==> config.mk <==
export PLATFORM = sky130hd
export DESIGN_NAME = ib_fetch_ctrl
export DESIGN_NICKNAME = d
export VERILOG_FILES = /design/src/rtl/ib_pkg.sv /design/src/rtl/ib_pc_incr.sv /design/src/rtl/ib_fetch_ctrl.sv
export SDC_FILE = /design/constraint.sdc
export NUM_CORES = 1
export LEC_CHECK = 0
export ABC_AREA = 0
export BUFFER_PORTS_ARGS = -buffer_cell sky130_fd_sc_hd__buf_2
export CAP_MARGIN = 10
export CORE_UTILIZATION = 40
export DETAILED_ROUTE_END_ITERATION = 10
export PLACE_DENSITY_LB_ADDON = 0.1
export SYNTH_ARGS = -nofsm -noshare
export SYNTH_HDL_FRONTEND = slang
export SYNTH_SLANG_ARGS = --single-unit
==> constraint.sdc <==
create_clock -name clk -period 2.1 [get_ports clk]
set_input_delay 0.21 -clock clk [delete_from_list [all_inputs] [get_ports clk]]
set_output_delay 0.21 -clock clk [all_outputs]
set_load 0.01 [all_outputs]
==> src/rtl/ib_pkg.sv <==
// Shared types and constants for the instruction-fetch sequencer.
package ib_pkg;

    typedef enum logic [1:0] {
        IDLE  = 2'd0,
        FETCH = 2'd1,
        HOLD  = 2'd2,
        HALT  = 2'd3
    } fetch_state_t;

    localparam int DEF_AWIDTH = 6;
    localparam int DEF_DWIDTH = 32;

    // The opcode occupies the top OP_WIDTH bits of every instruction word.
    localparam int OP_WIDTH = 6;
    localparam logic [OP_WIDTH-1:0] DEF_HALT_OP = 6'h3F;

endpackage

==> src/rtl/ib_pc_incr.sv <==
// Next-PC adder; the sum wraps modulo 2^AWIDTH with no carry out.
module ib_pc_incr #(
    parameter int AWIDTH = 6
) (
    input  logic [AWIDTH-1:0] pc,
    input  logic [AWIDTH-1:0] inc,
    output logic [AWIDTH-1:0] sum
);

    assign sum = pc + inc;

endmodule

==> src/rtl/ib_fetch_ctrl.sv <==
// Instruction-fetch sequencer: owns the PC, runs the imem req/ack handshake
// and holds each fetched word until decode accepts it.
module ib_fetch_ctrl
    import ib_pkg::*;
#(
    parameter int                  AWIDTH   = DEF_AWIDTH,
    parameter int                  DWIDTH   = DEF_DWIDTH,
    parameter logic [AWIDTH-1:0]   RESET_PC = '0,
    parameter logic [OP_WIDTH-1:0] HALT_OP  = DEF_HALT_OP
) (
    input  logic              clk,
    input  logic              rst,
    input  logic              start,
    input  logic              redirect,
    input  logic [AWIDTH-1:0] redirect_addr,
    output logic              imem_req,
    output logic [AWIDTH-1:0] imem_addr,
    input  logic              imem_ack,
    input  logic [DWIDTH-1:0] imem_rdata,
    output logic              instr_valid,
    output logic [DWIDTH-1:0] instr,
    output logic [AWIDTH-1:0] instr_pc,
    input  logic              instr_ready,
    output logic              busy,
    output logic              halted
);

    localparam int OP_LSB = DWIDTH - OP_WIDTH;

    fetch_state_t      state, state_next;
    logic [AWIDTH-1:0] pc, pc_next, pc_plus1;
    logic              load_instr;

    ib_pc_incr #(.AWIDTH(AWIDTH)) u_pc_incr (
        .pc  (pc),
        .inc (AWIDTH'(1)),
        .sum (pc_plus1)
    );

    always_ff @(posedge clk or posedge rst) begin
        if (rst) begin
            state <= IDLE;
            pc    <= RESET_PC;
        end else begin
            state <= state_next;
            pc    <= pc_next;
        end
    end

    always_ff @(posedge clk or posedge rst) begin
        if (rst) begin
            instr    <= '0;
            instr_pc <= '0;
        end else if (load_instr) begin
            instr    <= imem_rdata;
            instr_pc <= pc;
        end
    end

    // Redirect has priority over ack and over halt detection in every busy state.
    always_comb begin
        state_next = state;
        pc_next    = pc;
        load_instr = 1'b0;
        case (state)
            IDLE, HALT: begin
                if (redirect) pc_next = redirect_addr;
                if (start)    state_next = FETCH;
            end
            FETCH: begin
                if (redirect) begin
                    pc_next = redirect_addr;
                end else if (imem_ack) begin
                    load_instr = 1'b1;
                    pc_next    = pc_plus1;
                    state_next = HOLD;
                end
            end
            HOLD: begin
                if (redirect) begin
                    pc_next    = redirect_addr;
                    state_next = FETCH;
                end else if (instr_ready) begin
                    if (instr[DWIDTH-1:OP_LSB] == HALT_OP) state_next = HALT;
                    else                                   state_next = FETCH;
                end
            end
            default: state_next = IDLE;
        endcase
    end

    assign imem_req    = (state == FETCH);
    assign imem_addr   = pc;
    assign instr_valid = (state == HOLD);
    assign busy        = (state == FETCH) || (state == HOLD);
    assign halted      = (state == HALT);

endmodule

Yosys cells after proc, flatten, opt, wreduce, memory -nomap -nowiden
Index checks and enable logic that the tools add are counted.

Register bits after elaboration: 46. Bits in latches: 0. Bits in writable memories: 0. ROM bits: 0. Bits of input ports: 44. Output and inout port bits: 48. Word-level logic and storage cells: 35. Memories kept: 0.

Add/subtract/negate cells: 1. Multipliers: 0. Div/mod/pow operators: 0. $lt $le $gt $ge: 0. Equality and inequality tests: 10. Shifts and indexed selects: 0. Multiplexer cells: 14. Bitwise gates (word level): 0. Reduce and logical (&&, ||, !) cells: 6.

Operator list (number): $mux W6 (3); $mux W2 (6); $pmux W6 S2 (1); $add A6 B1 Y6 const B (1); $eq A6 B6 Y1 const B (1); $ne A3 B2 Y1 const B (2); $pmux W2 S3 (1); $eq A2 B2 Y1 const B (2); $ne A2 B1 Y1 const B (2); $ne A2 B2 Y1 const B (2); $reduce_and A4 Y1 (1); $mux W1 (3); $reduce_or A3 Y1 (1); $eq A2 B1 Y1 const B (1); $logic_not A2 Y1 (1); $reduce_and A2 Y1 (1); $reduce_or A2 Y1 (1); $logic_or A1 B1 Y1 (1).

Logic depth before layout (Yosys ltp)
Gate-level depths: netlist of the first run.

Depth after elaboration: 5. Depth in mapped cells: 7. Depth with buffers taken out: 5.

Modules after synthesis
A second synthesis of the first run with hierarchy kept.

Cells, all modules: 145. Area total of the unflattened synthesis: 2139.6 um^2.

Modules (own cells, without submodules): ib_fetch_ctrl (instances 1, cells an instance 126, area each 1953.1 um^2, sequential area each 1151.1 um^2); ib_pc_incr (instances 1, cells an instance 19, area each 186.4 um^2, sequential area each 0.0 um^2).

Worst setup path after synthesis of the first run
No wires, ideal clock.

Path kind: reg2reg. From: register state[1]. To: register instr[26]. Setup time: 0.128 ns. Arrival time: 1.560 ns. Data required time: 1.972 ns. Slack: 0.412 ns. Stages on the path, launching flop included: 7. Buffers on the path: 2. Period minus slack after synthesis: 1.688 ns. Cell sequence: dfrtp_1 -> inv_1 -> ha_1 -> nand3b_1 -> buf_2 -> buf_4 -> mux2_1.

Word-level cells in the longest chain between the ends: 2.

RTL lines: start: declaration (RTL line ib_fetch_ctrl.sv:30) `fetch_state_t state, state_next;`; start signal: assignment (RTL line ib_fetch_ctrl.sv:45) `state <= state_next;`; $eq A2 B1 Y1; via imem_req (RTL line ib_fetch_ctrl.sv:16) `output logic imem_req,`; $mux W1 (RTL line ib_fetch_ctrl.sv:65) `case (state)`; end signal: assignment (RTL line ib_fetch_ctrl.sv:55) `instr <= imem_rdata;`; end: declaration (RTL line ib_fetch_ctrl.sv:21) `output logic [DWIDTH-1:0] instr,`.

The timed path passes the listed nets, and every way through them passes these cells. A chain may end at the register's enable or synchronous reset.

Worst setup path after layout of the first run
From: register state[1]. To: register pc[4], in the netlist imem_addr[4].

Word-level cells in the longest chain between the ends: 4. Elaborated cells on any way between the ends: 9. Classes of those cells: 5 x eq/ne; 1 x mux; 3 x reduce/logical.

RTL lines: $eq A2 B2 Y1 / $logic_not A2 Y1 (equally long branches) (RTL line ib_fetch_ctrl.sv:65); $reduce_or A3 Y1 (no source line); $ne A2 B1 Y1 (no source line); $reduce_and A2 Y1 (no source line); end signal: assignment (RTL line ib_fetch_ctrl.sv:46) `pc <= pc_next;`; end: declaration (RTL line ib_fetch_ctrl.sv:31) `logic [AWIDTH-1:0] pc, pc_next, pc_plus1;`.

Parallel ways exist; a longest one is shown, timed or not.

==> results.tsv, run 1 <==
stage	metric	value	unit
die	chipHeight	72.10	um
synth	synthTopCellsByCount	46 x dfrtp_1, 35 x mux2_2, 7 x inv_1	
detailed_routing	via_per_inst	4.774	
clock_network	cts.repair.resized	0	
critical_path	cp_max_fo	9	
hold_path	hold_class	in2reg	
sta	skew	0.006107	ns
die	initial_utilization	0.4162	
power	p_leak	0.001300	uW
synth	synth.area.mux_share	0.2171	
detailed_routing	postRouteAntennaNets	0	
die	ios	92	
synth	ys_warn_count	0	
die	fp.dieArea	5198	um^2
grt	grt.total_usage	0.1612	
grt	overflow	0	
sta	drv_slew	0	
clock_network	cts_tree	done	
clock_network	cts_inserted_buffers	5	
synth	synth_top_family_by_area	multiplexers	
detailed_routing	dr.pass1.iters	4	
detailed_routing	vias	1480	
synth	ys_seq_area_frac	0.5856	
grt	grt_max_degree	24	
final_layout	area_growth	33.35	%
job	max-cap-violations	0	
sta	worst_pin_slew	0.4125	ns
outcome	status	finished, final reports clean	
synth	yosys.area_share.simple	0.07766	
critical_path	critPathLaunchType	flop	
detailed_routing	wl	3.891	mm
hold_path	worstHoldPathCells	3	
final_layout	fin_area	2621	um^2
die	core-area	4723	um^2
sta	period_share	0.7940	
synth	synthArstFlopShare	1.000	
power	p_per_area	1405	nW/um^2
synth	synth_compound_area_frac	0.05538	
synth	synth_edf_count	0	
synth	ys_seq_elements	46	
critical_path	r2r-start	state[1]	
synth	postSynthCellCount	144	
final_layout	fin_util	0.5550	
sta	fin_crit	1.667	ns
hold_path	min_from	redirect_addr[2]	
sta	max-slew-margin-rel	0.7250	
synth	netlist_top_cells_area	dfrtp_1 59%, mux2_2 20%, ha_1 3.2%, a31oi_1 1.6%, inv_1 1.3%	
synth	synth_top_area_cell	dfrtp_1	
place	portBuffers	91	
detailed_routing	post_drt_wl_per_cell	12.55	um
final_layout	final-seq-area	1151	um^2
detailed_routing	drc	0	
critical_path	crit_required	2.32	ns
synth	syn_nets	193	
critical_path	worstRegToRegCells	5	
final_layout	drive_above_1_share	0.5761	
final_layout	num_antenna_cells	0	
grt	grt_pass1_vias	1421	
clock_network	cts_max_path_buffers	2	
place	dp_hpwl	2.930	mm
sta	hold_violations	0	
grt	antenna_found_initial	0	
critical_path	crit_path_start	state[1]	
clock_network	clock-sinks	46	
synth	synth-xor-area-share	0	
synth	avgSynthCellArea	13.65	um^2
place	routabilityCongestion	0.8083	
clock_network	cts_setup_buffers	0	
synth	yosysMostFrequentCell	dfrtp_1	
sta	setup_viol	0	
synth	yosysTopAreaCellShare	0.5856	
final_layout	multi_input_area	750.7	um^2
critical_path	cp-end-kind	flop	
clock_network	root_buffer	clkbuf_8	
die	die_w	72.10	um
synth	yosysUniqueCellTypes	30	
critical_path	crit_type	reg2reg	
critical_path	arrival	1.89	ns
sta	tns	0	ns
clock_network	htree_levels	2	
sta	rsz0062_at_grt	false	
clock_network	clk_pin_slew_worst_paths	0.08	ns
sta	timing.fmax	599.7	MHz
clock_network	insertion_delay	0.29	ns
detailed_routing	drt_iter0_drc	47	
place	post_dp_cell_area	2501	um^2
synth	mappedNetlistArea	1966	um^2
final_layout	layout.nets	291	
synth	synth_fa_ha_area_frac	0.03183	
final_layout	n_fill_cell	443	
synth	ys.flop_type	dfrtp_1	
power	vdd_drop_max	0.5474	mV
die	rows	25	
grt	grt_pass1_wl	6.410	mm
critical path, cell delays in order, from the launching register on:
cell     delay (ns)
dfrtp_1        0.38
inv_1          0.09
ha_1           0.28
nor2b_4        0.18
or4_1          0.49
a31oi_1        0.17
logic make-up (layout without fill, tap and decap cells):
family                   Yosys count  after routing
multiplexers                      38             38
adder cells (fa/ha/maj)            5              5
AND/OR/NAND/NOR                   26             26
flip-flops                        46             46
AO/OA/AOI/OAI                     16             16
buffers and inverters             13            112
per-layer routing:
layer | global-route usage | up-vias | routed length (um)
li1 | - | 710 | -
met1 | 0.1943 | 708 | 1700
met2 | 0.2700 | 58 | 1867
met3 | 0.04444 | 4 | 284
met4 | 0.07190 | 0 | 40
met5 | 0 | - | 0
placed cells by master, fill, tap and decap left out, drive strengths merged, types with 2 or more instances in the layout:
master  netlist  final
o31ai         3      3
nand2         5      5
o21ai         3      3
buf           5     95
dfrtp        46     46
or4           3      3
nand3         2      2
inv           7      7
ha            5      5
nand4         2      2
mux2         37     37
a31oi         5      5
clkbuf        0      6
nand2b        2      2
nor2          6      6
report_power, final:
| group | internal (uW) | total, uW | leakage [uW] | switching (uW) |
|---|---|---|---|---|
| logic | 778 | 1510 | 0.000706 | 733 |
| registers | 1300 | 1530 | 0.000543 | 225 |
| clock network | 355 | 646 | 0.0000514 | 291 |
registers in the layout, indices dropped and copies added (netlist names):
name,cells
instr,32
imem_addr,6
instr_pc,6
state,2
cell type report:
class | instances | share of cell area
Sequential cell | 46 | 0.4391
Timing Repair Buffer | 96 | 0.1890
Multi-Input combinational cell | 85 | 0.2864
Clock buffer | 6 | 0.02769
Tap cell | 67 | 0.03198
Clock inverter | 2 | 0.01432
Inverter | 8 | 0.01146
path summary, 6_finish.rpt:
path | end | slack (ns)
max | imem_addr[4] | 0.43
min | imem_addr[2] | 0.12
max reg2reg | imem_addr[4] | 0.43
min reg2reg | instr[12] | 0.50
max in group asynchronous | instr[5] | 1.18
min in group asynchronous | instr[12] | 0.37
metrics by stage:
step           setup WS [ns]  hold WS [ns]  total power (uW)  cells
2_1_floorplan         0.4122        0.3257              2465    144
6_report              0.4326        0.1183              3682    310
3_3_place_gp          0.4752        0.1420              3059    301
4_1_cts               0.4205        0.1140              3740    310
5_1_grt               0.2878        0.1215              3960    310
3_5_place_dp          0.4558        0.1483              3083    301
what timing repair did:
item                                    4_1_cts  5_1_grt
endpoints found under the hold margin         9        0
endpoints found under the setup margin        0        0
hold buffers                                  1        0
Power figures use the tool's default switching activity.
==> run 2: changes to the inputs <==
Clock period 2.1 ns to 1.5 ns, I/O delays scaled along.
==> results.tsv, run 2 (synthesis results as in run 1) <==
stage	metric	value	unit	change
detailed_routing	drt_iter0_drc	40		-15%
die	fp.dieArea	5198	um^2	unchanged
sta	finalWorstSetupSlack	-0.04061	ns	-0.4732 ns
final_layout	drive_above_1_share	0.6381		+0.06200
detailed_routing	vias	1582		+6.9%
place	dp_hpwl	2.913	mm	-0.61%
clock_network	insertion_delay	0.29	ns	about the same
final_layout	fin_area	2825	um^2	+7.8%
die	ios	92		unchanged
critical_path	crit_required	1.68	ns	-0.64 ns
clock_network	clock-sinks	46		unchanged
sta	worst_pin_slew	0.3975	ns	-0.01501 ns
final_layout	num_antenna_cells	0		unchanged
place	portBuffers	91		unchanged
place	routabilityCongestion	0.8015		-0.84%
final_layout	area_growth	43.73	%	
sta	max-slew-margin-rel	0.7350		+0.01000
sta	skew	0.003323	ns	-0.002784 ns
detailed_routing	drc	0		unchanged
final_layout	final_cell_mix	91 x buf_2, 45 x dfrtp_1, 35 x mux2_2, 12 x buf_4, 6 x nor2_1		
die	initial_utilization	0.4162		unchanged
clock_network	cts_inserted_buffers	5		unchanged
grt	grt.total_usage	0.1731		+0.01184
die	chipHeight	72.10	um	unchanged
detailed_routing	wl	4.304	mm	+11%
detailed_routing	via_per_inst	4.883		+2.3%
detailed_routing	post_drt_wl_per_cell	13.28	um	+5.8%
place	post_dp_cell_area	2584	um^2	+3.3%
outcome	violations	setup timing		
sta	period_share	1.027		+0.2331
critical_path	crit_type	reg2reg		
final_layout	regMostFlops	instr		
detailed_routing	postRouteAntennaNets	0		unchanged
detailed_routing	dr.pass1.iters	4		unchanged
sta	timing.fmax	649.1	MHz	+8.2%
clock_network	cts_max_path_buffers	2		unchanged
sta	rsz0062_at_grt	true		
sta	fin_crit	1.541	ns	-0.1268 ns
clock_network	clk_pin_slew_worst_paths	0.08	ns	about the same
outcome	status	complete, but fails checks		
clock_network	cts_tree	done		
clock_network	htree_levels	2		unchanged
die	core-area	4723	um^2	unchanged
grt	grt_pass1_vias	1551		+9.1%
final_layout	layout.nets	306		+5.2%
grt	overflow	0		unchanged
critical_path	critPathLaunchType	flop		
hold_path	hold_class	in2reg		
clock_network	root_buffer	clkbuf_8		
sta	setup_viol	32		+32
critical_path	cp_max_fo	14		+5
critical_path	cp-end-kind	flop		
grt	grt_pass1_wl	6.955	mm	+8.5%
final_layout	n_fill_cell	400		-9.7%
sta	drv_slew	0		unchanged
final_layout	finalNonFillerCells	324		+4.5%
power	p_leak	0.001412	uW	+8.6%
job	max-cap-violations	0		unchanged
die	rows	25		unchanged
power	vdd_drop_max	0.9298	mV	+70%
place	dp_cells	307		+2.0%
power	p_per_area	1912	nW/um^2	+36%
sta	hold_violations	0		unchanged
final_layout	fin_util	0.5981		+0.04318
final_layout	layout_commonest_cell	buf_2		
die	die_w	72.10	um	unchanged
grt	grt_max_degree	47		+96%
critical_path	arrival	1.72	ns	-0.17 ns
grt	antenna_found_initial	0		unchanged
final_layout	largest_register_ffs	32		unchanged
place	post-place-ws	-0.01655	ns	-0.4723 ns
-- run 2: changes by cell type in the layout (fill, tap and decap cells not counted), moves of 2 or more --
cell      change
ha_1          -2
buf_6         +2
clkinv_2      +2
ha_4          +2
buf_12        +3
mux2_1        -2
inv_1         -2
inv_2         +2
mux2_4        +2
buf_4         +8
-- run 2: metal layers --
layer	wire [um]	GRT usage	vias to the layer above
li1	-	-	738
met1	1898	0.2150	772
met2	2092	0.2908	65
met3	249	0.04028	7
met4	63	0.07190	0
met5	0	0	-
-- run 2: worst paths after layout --
kind,startpoint,slack (ns),endpoint,cells past startpoint
worst max-delay path,state[1],-0.04,instr[5],6
worst min-delay path,imem_rdata[23],0.08,instr[23],2
worst max register to register,state[1],-0.04,instr[5],6
worst min register to register,instr_pc[2],0.50,instr_pc[2],2
max in group asynchronous,rst,0.84,state[0],4
min in group asynchronous,rst,0.43,instr[17],4
-- run 2: repair_timing --
item	in CTS	in global routing
cloned	1	1
hold buffers	1	0
resized for setup	7	7
endpoints found under the hold margin	46	0
endpoints found under the setup margin	34	45
buffers inserted	6	1
pin swaps	1	3
-- run 2: critical path: stages (launching register included) --
cell and delay (ns):
dfrtp_1 0.40, inv_2 0.09, ha_4 0.18, nand3b_1 0.12, buf_6 0.15, buf_12 0.15
mux2_2 0.34
-- run 2: where the power goes --
group	switching, uW	internal (uW)	leakage [uW]
Sequential	311	1820	0.000542
Clock	389	313	0.0000438
Combinational	1160	1410	0.000826
Total	1860	3550	0.00141
-- run 2: area by class of cell --
class | instances | area [um^2] | share of cell area
multi-input cells | 85 | 789.5 | 0.2795
repair buffers | 111 | 690.7 | 0.2445
clock buffers | 5 | 68.82 | 0.02436
inverters | 8 | 30.03 | 0.01063
clock inverters | 2 | 10.01 | 0.003543
flip-flops and latches | 46 | 1152 | 0.4079
well taps | 67 | 83.83 | 0.02967
-- run 2: per-stage QoR --
stage               hold slack (ns)  TNS (ns)  power, uW
finish                      0.08353   -0.7971       5403
global route                0.07479    -2.996       5810
floorplan                    0.2657  -0.02691       3491
global placement             0.2078         0       4442
detailed placement           0.2067   -0.1131       4489
CTS                         0.05164  -0.07334       5365
